==> config.mk <==
export PLATFORM = sky130hd
export DESIGN_NAME = mdu_iter
export DESIGN_NICKNAME = d
export VERILOG_FILES = /design/src/rtl/mdu_pkg.sv /design/src/rtl/mdu_div_core.sv /design/src/rtl/mdu_iter.sv
export SDC_FILE = /design/constraint.sdc
export NUM_CORES = 2
export LEC_CHECK = 0
export ABC_AREA = 0
export BUFFER_PORTS_ARGS = -buffer_cell sky130_fd_sc_hd__buf_2
export CAP_MARGIN = 20
export CORE_MARGIN = 2
export CORE_UTILIZATION = 50
export CTS_CLUSTER_SIZE = 14
export DETAILED_ROUTE_END_ITERATION = 8
export PLACE_DENSITY = 0.69
export SYNTH_ARGS = -nofsm -noshare
export SYNTH_HDL_FRONTEND = slang
export SYNTH_SLANG_ARGS = --single-unit
==> constraint.sdc <==
create_clock -name clk -period 11.25 [get_ports clk]
set_input_delay 1.6875 -clock clk [delete_from_list [all_inputs] [get_ports clk]]
set_output_delay 1.6875 -clock clk [all_outputs]
set_load 0.01 [all_outputs]
==> src/rtl/mdu_pkg.sv <==
// Shared opcode/state types and latency helpers for the iterative multiply/divide unit.
package mdu_pkg;

  typedef enum logic [2:0] {
    OP_MULT  = 3'd0,
    OP_MULTU = 3'd1,
    OP_MADD  = 3'd2,
    OP_MADDU = 3'd3,
    OP_MSUB  = 3'd4,
    OP_MSUBU = 3'd5,
    OP_DIV   = 3'd6,
    OP_DIVU  = 3'd7
  } mdu_op_t;

  typedef enum logic [2:0] {
    ST_IDLE = 3'd0,
    ST_MUL  = 3'd1,
    ST_ACC  = 3'd2,
    ST_DIV  = 3'd3,
    ST_DONE = 3'd4
  } mdu_state_t;

  localparam int unsigned DIV0_LAT = 1;

  // Start-to-done latencies in cycles for a given configuration.
  function automatic int unsigned mult_lat(input int unsigned mul_lat);
    return mul_lat + 1;
  endfunction

  function automatic int unsigned macc_lat(input int unsigned mul_lat);
    return mul_lat + 2;
  endfunction

  function automatic int unsigned div_lat(input int unsigned w);
    return w + 1;
  endfunction

  // Even opcodes are the signed variants.
  function automatic logic op_is_signed(input mdu_op_t op);
    return ~op[0];
  endfunction

  function automatic logic op_is_div(input mdu_op_t op);
    return (op == OP_DIV) || (op == OP_DIVU);
  endfunction

endpackage

==> src/rtl/mdu_div_core.sv <==
// Unsigned restoring radix-2 divider: W iterations, the first taken on the start edge.
module mdu_div_core
  import mdu_pkg::*;
#(
  parameter int unsigned W = 32
) (
  input  logic         clk,
  input  logic         rst,
  input  logic         i_start,
  input  logic         i_abort,
  input  logic [W-1:0] i_dividend,
  input  logic [W-1:0] i_divisor,
  output logic         o_done,
  output logic [W-1:0] o_quo,
  output logic [W-1:0] o_rem
);

  localparam int unsigned CNT_W = $clog2(W);

  logic [W-1:0]     r_quo;
  logic [W-1:0]     r_rem;
  logic [W-1:0]     r_divisor;
  logic [CNT_W-1:0] r_cnt;
  logic             r_run;
  logic             r_done;

  logic [W-1:0] w_src_q;
  logic [W-1:0] w_src_r;
  logic [W-1:0] w_dvs;
  logic [W:0]   w_sh;
  logic [W:0]   w_diff;
  logic [W-1:0] w_q_nx;
  logic [W-1:0] w_r_nx;

  // One shift-subtract step; on start it works straight from the inputs.
  always_comb begin
    w_src_q = i_start ? i_dividend : r_quo;
    w_src_r = i_start ? '0 : r_rem;
    w_dvs   = i_start ? i_divisor : r_divisor;
    w_sh    = {w_src_r, w_src_q[W-1]};
    w_diff  = w_sh - {1'b0, w_dvs};
    if (w_diff[W]) begin
      w_r_nx = w_sh[W-1:0];
      w_q_nx = {w_src_q[W-2:0], 1'b0};
    end else begin
      w_r_nx = w_diff[W-1:0];
      w_q_nx = {w_src_q[W-2:0], 1'b1};
    end
  end

  always_ff @(posedge clk) begin
    if (rst) begin
      r_quo     <= '0;
      r_rem     <= '0;
      r_divisor <= '0;
      r_cnt     <= '0;
      r_run     <= 1'b0;
      r_done    <= 1'b0;
    end else begin
      r_done <= 1'b0;
      if (i_abort) begin
        r_run <= 1'b0;
        r_cnt <= '0;
      end else if (i_start || r_run) begin
        r_quo <= w_q_nx;
        r_rem <= w_r_nx;
        if (i_start) begin
          r_divisor <= i_divisor;
          r_run     <= 1'b1;
          r_cnt     <= CNT_W'(1);
        end else if (r_cnt == CNT_W'(W - 1)) begin
          r_run  <= 1'b0;
          r_done <= 1'b1;
          r_cnt  <= '0;
        end else begin
          r_cnt <= r_cnt + CNT_W'(1);
        end
      end
    end
  end

  assign o_done = r_done;
  assign o_quo  = r_quo;
  assign o_rem  = r_rem;

endmodule

==> src/rtl/mdu_iter.sv <==
// Multi-cycle multiply / multiply-accumulate / divide unit for the EX stage.
// Result is {hi,lo}; divides report {rem,quo}, with divide-by-zero flagged.
module mdu_iter
  import mdu_pkg::*;
#(
  parameter int unsigned W       = 32,
  parameter int unsigned MUL_LAT = 2
) (
  input  logic           clk,
  input  logic           rst,
  input  logic           start_i,
  input  mdu_op_t        op_i,
  input  logic [W-1:0]   opa_i,
  input  logic [W-1:0]   opb_i,
  input  logic [2*W-1:0] hilo_i,
  input  logic           annul_i,
  output logic           busy_o,
  output logic           done_o,
  output logic [2*W-1:0] result_o,
  output logic           div_by_zero_o
);

  localparam int unsigned W2    = 2 * W;
  localparam int unsigned CNT_W = (MUL_LAT > 1) ? $clog2(MUL_LAT) : 1;

  mdu_state_t       r_state;
  mdu_op_t          r_op;
  logic [W2-1:0]    r_hilo;
  logic [W2-1:0]    r_result;
  logic             r_a_neg;
  logic             r_b_neg;
  logic             r_busy;
  logic             r_done;
  logic             r_dbz;
  logic [CNT_W-1:0] r_cnt;
  logic [W2-1:0]    r_pipe [MUL_LAT];

  logic          w_accept;
  logic          w_signed;
  logic          w_is_div;
  logic          w_b_zero;
  logic          w_a_neg;
  logic          w_b_neg;
  logic          w_mul_last;
  logic [W2-1:0] w_a_ext;
  logic [W2-1:0] w_b_ext;
  logic [W2-1:0] w_prod;
  logic [W2-1:0] w_prod_out;
  logic [W-1:0]  w_a_mag;
  logic [W-1:0]  w_b_mag;
  logic          w_core_start;
  logic          w_core_done;
  logic [W-1:0]  w_core_quo;
  logic [W-1:0]  w_core_rem;
  logic [W-1:0]  w_quo_fix;
  logic [W-1:0]  w_rem_fix;

  assign w_accept   = (r_state == ST_IDLE) && start_i && !annul_i;
  assign w_signed   = op_is_signed(op_i);
  assign w_is_div   = op_is_div(op_i);
  assign w_b_zero   = (opb_i == '0);
  assign w_a_neg    = w_signed && opa_i[W-1];
  assign w_b_neg    = w_signed && opb_i[W-1];
  assign w_mul_last = (r_cnt == CNT_W'(MUL_LAT - 1));

  // Full-width product: sign- or zero-extend, keep the low 2W bits.
  assign w_a_ext    = w_signed ? {{W{opa_i[W-1]}}, opa_i} : {{W{1'b0}}, opa_i};
  assign w_b_ext    = w_signed ? {{W{opb_i[W-1]}}, opb_i} : {{W{1'b0}}, opb_i};
  assign w_prod     = w_a_ext * w_b_ext;
  assign w_prod_out = r_pipe[MUL_LAT-1];

  // Divider works on magnitudes; the most-negative value maps to itself, which is its correct unsigned magnitude.
  assign w_a_mag      = w_a_neg ? (~opa_i + W'(1)) : opa_i;
  assign w_b_mag      = w_b_neg ? (~opb_i + W'(1)) : opb_i;
  assign w_core_start = w_accept && w_is_div && !w_b_zero;
  assign w_quo_fix    = (r_a_neg ^ r_b_neg) ? (~w_core_quo + W'(1)) : w_core_quo;
  assign w_rem_fix    = r_a_neg ? (~w_core_rem + W'(1)) : w_core_rem;

  mdu_div_core #(.W(W)) u_div (
    .clk        (clk),
    .rst        (rst),
    .i_start    (w_core_start),
    .i_abort    (annul_i),
    .i_dividend (w_a_mag),
    .i_divisor  (w_b_mag),
    .o_done     (w_core_done),
    .o_quo      (w_core_quo),
    .o_rem      (w_core_rem)
  );

  // Product pipeline; frozen on the last MUL cycle so ACC sees the product.
  always_ff @(posedge clk) begin
    if (w_accept || (r_state == ST_MUL && !w_mul_last)) begin
      r_pipe[0] <= w_prod;
      for (int unsigned k = 1; k < MUL_LAT; k++) begin
        r_pipe[k] <= r_pipe[k-1];
      end
    end
  end

  always_ff @(posedge clk) begin
    if (rst) begin
      r_state  <= ST_IDLE;
      r_op     <= OP_MULT;
      r_hilo   <= '0;
      r_result <= '0;
      r_a_neg  <= 1'b0;
      r_b_neg  <= 1'b0;
      r_busy   <= 1'b0;
      r_done   <= 1'b0;
      r_dbz    <= 1'b0;
      r_cnt    <= '0;
    end else begin
      r_done <= 1'b0;
      if (annul_i && r_state != ST_IDLE) begin
        r_state <= ST_IDLE;
        r_busy  <= 1'b0;
        r_cnt   <= '0;
      end else begin
        case (r_state)
          ST_IDLE: begin
            if (w_accept) begin
              r_op    <= op_i;
              r_hilo  <= hilo_i;
              r_a_neg <= w_a_neg;
              r_b_neg <= w_b_neg;
              r_cnt   <= '0;
              r_busy  <= 1'b1;
              r_dbz   <= 1'b0;
              if (w_is_div && w_b_zero) begin
                r_state  <= ST_DONE;
                r_result <= '0;
                r_dbz    <= 1'b1;
                r_done   <= 1'b1;
              end else if (w_is_div) begin
                r_state <= ST_DIV;
              end else begin
                r_state <= ST_MUL;
              end
            end
          end
          ST_MUL: begin
            if (w_mul_last) begin
              r_cnt <= '0;
              if (r_op == OP_MULT || r_op == OP_MULTU) begin
                r_result <= w_prod_out;
                r_state  <= ST_DONE;
                r_done   <= 1'b1;
              end else begin
                r_state <= ST_ACC;
              end
            end else begin
              r_cnt <= r_cnt + CNT_W'(1);
            end
          end
          ST_ACC: begin
            r_result <= (r_op == OP_MSUB || r_op == OP_MSUBU) ? (r_hilo - w_prod_out)
                                                              : (r_hilo + w_prod_out);
            r_state  <= ST_DONE;
            r_done   <= 1'b1;
          end
          ST_DIV: begin
            if (w_core_done) begin
              r_result <= {w_rem_fix, w_quo_fix};
              r_state  <= ST_DONE;
              r_done   <= 1'b1;
            end
          end
          ST_DONE: begin
            r_state <= ST_IDLE;
            r_busy  <= 1'b0;
          end
          default: begin
            r_state <= ST_IDLE;
            r_busy  <= 1'b0;
          end
        endcase
      end
    end
  end

  assign busy_o        = r_busy;
  assign done_o        = r_done;
  assign result_o      = r_result;
  assign div_by_zero_o = r_dbz;

endmodule
## After elaboration in Yosys (flattened, before gate mapping)

Memory sizes are Yosys's and may differ from the RTL's.
Index checks and enable logic that the tools add are counted.

| word-level totals | value |
|---|---|
| flip-flop bits (word level) | 243 |
| latch bits | 0 |
| RAM bits | 128 |
| ROM bits | 0 |
| word-level logic and storage cells | 129 |
| memories kept | 1 |

Memory list:

| memory | words | bits a word | rd ports | clocked after memory_dff | write ports | RTL line | source |
|---|---|---|---|---|---|---|---|
| r_pipe | 2 | 64 | 2 | 0 | 2 | mdu_iter.sv:36 | `logic [W2-1:0] r_pipe [MUL_LAT];` |

| cells by class | value |
|---|---|
| add/sub/neg operators | 9 |
| multipliers | 1 |
| divide/modulo/power cells | 0 |
| magnitude comparators | 0 |
| eq/ne operators | 14 |
| shift-type cells | 0 |
| mux-type cells | 43 |
| bitwise logic cells | 10 |
| reductions and logical operators | 35 |

Operators with widths:

| operator | count |
|---|---|
| two-way mux 64 bit | 8 |
| two-way mux 32 bit | 8 |
| one-hot mux 64 bit (4 select lines) | 1 |
| adder 32 x 1 -> 32 bit, second input constant | 4 |
| NOT 32 bit | 4 |
| adder 64 bit | 1 |
| multiplier 64 x 64 -> 64 bit | 1 |
| subtractor 64 bit | 1 |
| subtractor 33 x 32 -> 33 bit | 1 |
| zero test 32 bit | 1 |
| two-way mux 3 bit | 5 |
| two-way mux 1 bit | 14 |
| equality test 3 bit, second input constant | 4 |
| one-hot mux 3 bit (4 select lines) | 1 |
| two-way mux 5 bit | 2 |
| logical AND 1 bit | 9 |
| AND reduction 2 bit | 4 |
| AND reduction 7 bit | 1 |
| equality test 3 x 1 -> 1 bit, second input constant | 2 |
| equality test 3 x 2 -> 1 bit, second input constant | 2 |
| zero test 3 bit | 2 |
| inequality test 2 x 1 -> 1 bit, second input constant | 3 |
| AND reduction 3 bit | 2 |
| adder 5 x 1 -> 5 bit, second input constant | 1 |
| other kinds (16) | 30 |

## Depth between registers and ports, before layout

| depth | value |
|---|---|
| depth in word-level cells | 8 |
| mapped depth | 36 |
| depth with buffers taken out | 33 |

## Hierarchy

From an unflattened synthesis, not the netlist that was laid out.

| second synthesis, totals | value |
|---|---|
| cell total of the unflattened synthesis | 7849 |
| area, all modules | 71448.5 µm² |

By module, submodules not included:

| module | times used | cells an instance | area each (µm²) | seq. area each (µm²) |
|---|---|---|---|---|
| mdu_iter | 1 | 7066 | 64827.2 | 6626.4 |
| mdu_div_core | 1 | 783 | 6621.4 | 2062.0 |

## Least setup slack after synthesis

Ideal clock, no wire load.

| path | value |
|---|---|
| kind | reg-to-reg |
| start | register r_state[0] |
| end | memory r_pipe[0][0] (netlist name), enable pin |
| library setup time | 792 ps |
| arrival time | 10939 ps |
| slack | -481 ps |
| stages on the path, launching flop included | 9 |
| path buffers | 4 |
| period minus slack after synthesis | 11731 ps |
| path through | dfxtp_1 clkbuf_1 nor2b_1 clkbuf_1 nor2b_1 clkbuf_1 clkbuf_1 inv_1 o21ai_0 |

RTL lines:

| element | RTL line | source |
|---|---|---|
| start: declaration | mdu_iter.sv:26 | `mdu_state_t r_state;` |
| start signal: assignment | mdu_iter.sv:103 | `r_state <= ST_IDLE;` |
| start signal: assignment | mdu_iter.sv:116 | `r_state <= ST_IDLE;` |
| start signal: assignment | mdu_iter.sv:131 | `r_state <= ST_DONE;` |
| end: declaration | mdu_iter.sv:36 |  |

==> metrics.md <==
| Metric | Value |
|---|---|
| Status | `completed` |
| Total CTS buffers | `39` |
| Initial antenna violation count | `32` |
| Placed Instances | `9676` |
| Clock slew at reported path FFs | `~0.060 ns` |
| Initial drt markers | `4575` |
| Worst setup EP type | `flop` |
| Largest net degree at the start of global routing | `between 70 and 80` |
| Share of cells above drive strength 1 | `0.0579` |
| DRC viols | `0` |
| Clock sinks | `between 300 and 400` |
| Syn Nets | `9851` |
| Top cell type's share of synthesized area | `0.400` |
| H-tree levels | `2` |
| Die area | `between 100000 and 150000 sq um` |
| CP peak stage delay | `~0.68 ns` |
| Synth Area in Simple Gates | `0.151` |
| Synth area leader | `fa_1` |
| Synth Flop Type | `dfxtp_1` |
| Number of setup violations in the final report | `0` |
| Routed vias/inst | `5.61` |
| PortBufs | `201` |
| Mapped Area | `a little over 70000 sq um` |
| Hold Vio Cnt, Final | `0` |
| Xor/xnor share of the synthesized area | `0.0462` |
| Compound-gate portion of the synthesized area | `0.0950` |
| Most frequent cells in the layout | `inv_1, fa_1, nand2_1` |
| Crit path max fanout | `30` |
| Commonest non-fill, non-tap cell in the layout | `inv_1` |
| Cells after Synth | `between 7000 and 8000` |
| Hold_buf cts | `0` |
| Arrival time worst endpoint | `~11 ns` |
| Area contributors post-synth | `fa_1, inv_1, ha_1` |
| Yosys warning count | `0` |
| WP buf/inv | `9` |
| Async SR Flop Fraction | `0` |
| Routed len/inst | `between 20 and 25 um` |
| Critical Path RT | `11.57 ns` |
| Antenna-violating nets left | `0` |
| Global placer's final weighted congestion | `1.00` |
| CP max-delay cell | `buf_2` |
| Grt ovf | `0` |
| Vias in the first global route | `around 58000` |
| Num rows | `roughly 140` |
| Shortest period the worst path allows | `between 10 and 15 ns` |
| Largest family of logic cells by synthesized area | `adder cells` |
| Register area share after synthesis | `0.123` |
| Total global-route track usage | `0.312` |
| Setup Skew | `between 0.03 and 0.04 ns` |
| Final Instance Count excl. Fillers | `~9800` |
| Slew headroom | `0.256` |
| Initial Utilization | `0.502` |
| Worst min path class | `flop to flop` |
| Final core utilization | `0.533` |
| Setup TNS | `0 ns` |
| Vias post-DR | `around 55000` |
| Crit path launch type | `primary input` |
| CTS resizes | `0` |
| P&R area growth vs syn | `6.02%` |
| Post-Synth Adder-Cell Area | `0.474` |
| Global-route wire length before repair | `approximately 350000 um` |
| Netlist cell types | `between 80 and 90` |
| DIE WIDTH | `380 um` |
| Mux cell area share after synthesis | `0.00353` |
| Most used cell, CP | `fa_1` |
| Slew @ Worst Pin | `approximately 1.1 ns` |
| DR pass1 iterations | `6` |
| EDFF count, synth | `128` |
| Io pins | `202` |
| Synth Register Bits | `370` |
| Syn Area/Cell | `between 8 and 9 sq um` |
| Fmax achieved | `0.0931 GHz` |
| DP Wirelength | `184000 um` |
| Max Cap Viol | `0` |
| RSZ-0062 raised after global routing | `false` |
| Post-CTS setup buffers | `0` |
| Maximum buffer depth of the clock tree | `3` |
| Die height | `between 300 and 400 um` |
| Root Driver | `clkbuf_16` |
| Core area | `approximately 140000 sq um` |
| Nets | `just under 10000` |
| CTS tree | `done` |
| Fill count | `~13000` |
| Skew-Pair Late Insertion Delay | `around 0.60 ns` |
| CP delay by family, top | `adder cells` |
| Final slew viol count | `0` |
| Crit Path Class | `primary input to flop` |
| Final period utilization | `0.955` |
| Total wire length | `approximately 220000 um` |
## synth_stat cells (32+ instances only)
cell type	instances
edfxtp_1	128
a21oi_1	358
xor2_1	152
nand3_1	54
a22oi_1	42
a21o_1	93
or3_1	32
nand2b_1	33
o31ai_1	41
inv_1	1567
xnor2_1	222
nor3_1	55
a31oi_1	38
clkbuf_1	389
dfxtp_1	242
nand2_1	899
nor2_1	306
fa_1	1417
and2_1	633
ha_1	419
buf_1	34
o21ai_0	214
## logic make-up after synthesis
logic type	after synthesis
XOR/XNOR	374
buffers and inverters	2014
adder cells (fa/ha/maj)	1836
flip-flops	370
AO/OA/AOI/OAI	1066
AND/OR/NAND/NOR	2195
multiplexers	25
## routing by layer
metal / routed length [um] / global-route usage / part of all wire / vias up
li1: - / - / - / 24200
met1: 90900 / 0.411 / 0.41 / 27900
met2: 106000 / 0.523 / 0.47 / 2179
met3: 16700 / 0.0472 / 0.075 / 448
met4: 9310 / 0.111 / 0.042 / 16
met5: 106 / 0 / 0.00048 / -
## state kept, by name, summed over array words and instances, names as in the netlist, 2 cells and up
register         cells
r_pipe             128
u_div.o_rem         32
r_state              3
u_div.r_cnt          5
r_op                 2
u_div.r_divisor     32
u_div.o_quo         32
result_o            64
r_hilo              64
## final timing paths
check | start | endpoint | slack [ns] | depth (start not counted)
setup / recovery | opa_i[8] | r_pipe[0][39] | 0.51 | 31
hold / removal | r_pipe[0][32] | r_pipe[0][96] | 0.42 | 0
setup reg to reg | r_pipe[0][68] | result_o[62] | 4.63 | 18
hold reg to reg | r_pipe[0][32] | r_pipe[0][96] | 0.42 | 0
## worst register-to-register path: cells and delay by family (launching register included)
kind	cells	cell delay [ns]
adders and majority gates	1	0.39
xor gates and xnor gates	1	0.14
and+or+nand+nor	8	2.70
DFF	1	0.47
AOI/OAI and AO/OA	8	2.84
## stage by stage
step	area, sq um	worst slack, ns	hold slack, ns
after floorplan	70900	0.302	0.400
after global placement	73700	0.149	0.403
after detailed placement	73700	0.120	0.405
after CTS	75100	0.726	0.418
after global routing	75100	0.366	0.424
final	75100	0.512	0.417
## layout make-up
type | count | area, sq um | area share
repair buffers | 354 | 2170 | 0.0289
flip-flops and latches | 370 | 8690 | 0.116
diodes | 15 | 37.5 | 0.000500
clock inverters | 21 | 233 | 0.00310
inverters | 1567 | 5880 | 0.0783
clock buffers | 51 | 1110 | 0.0148
well taps | 1890 | 2360 | 0.0315
multi-input cells | 5496 | 54600 | 0.727
Power is left out: the tool's default activity adds up to more than one toggle a clock period on the data nets, which glitch-free logic cannot reach.
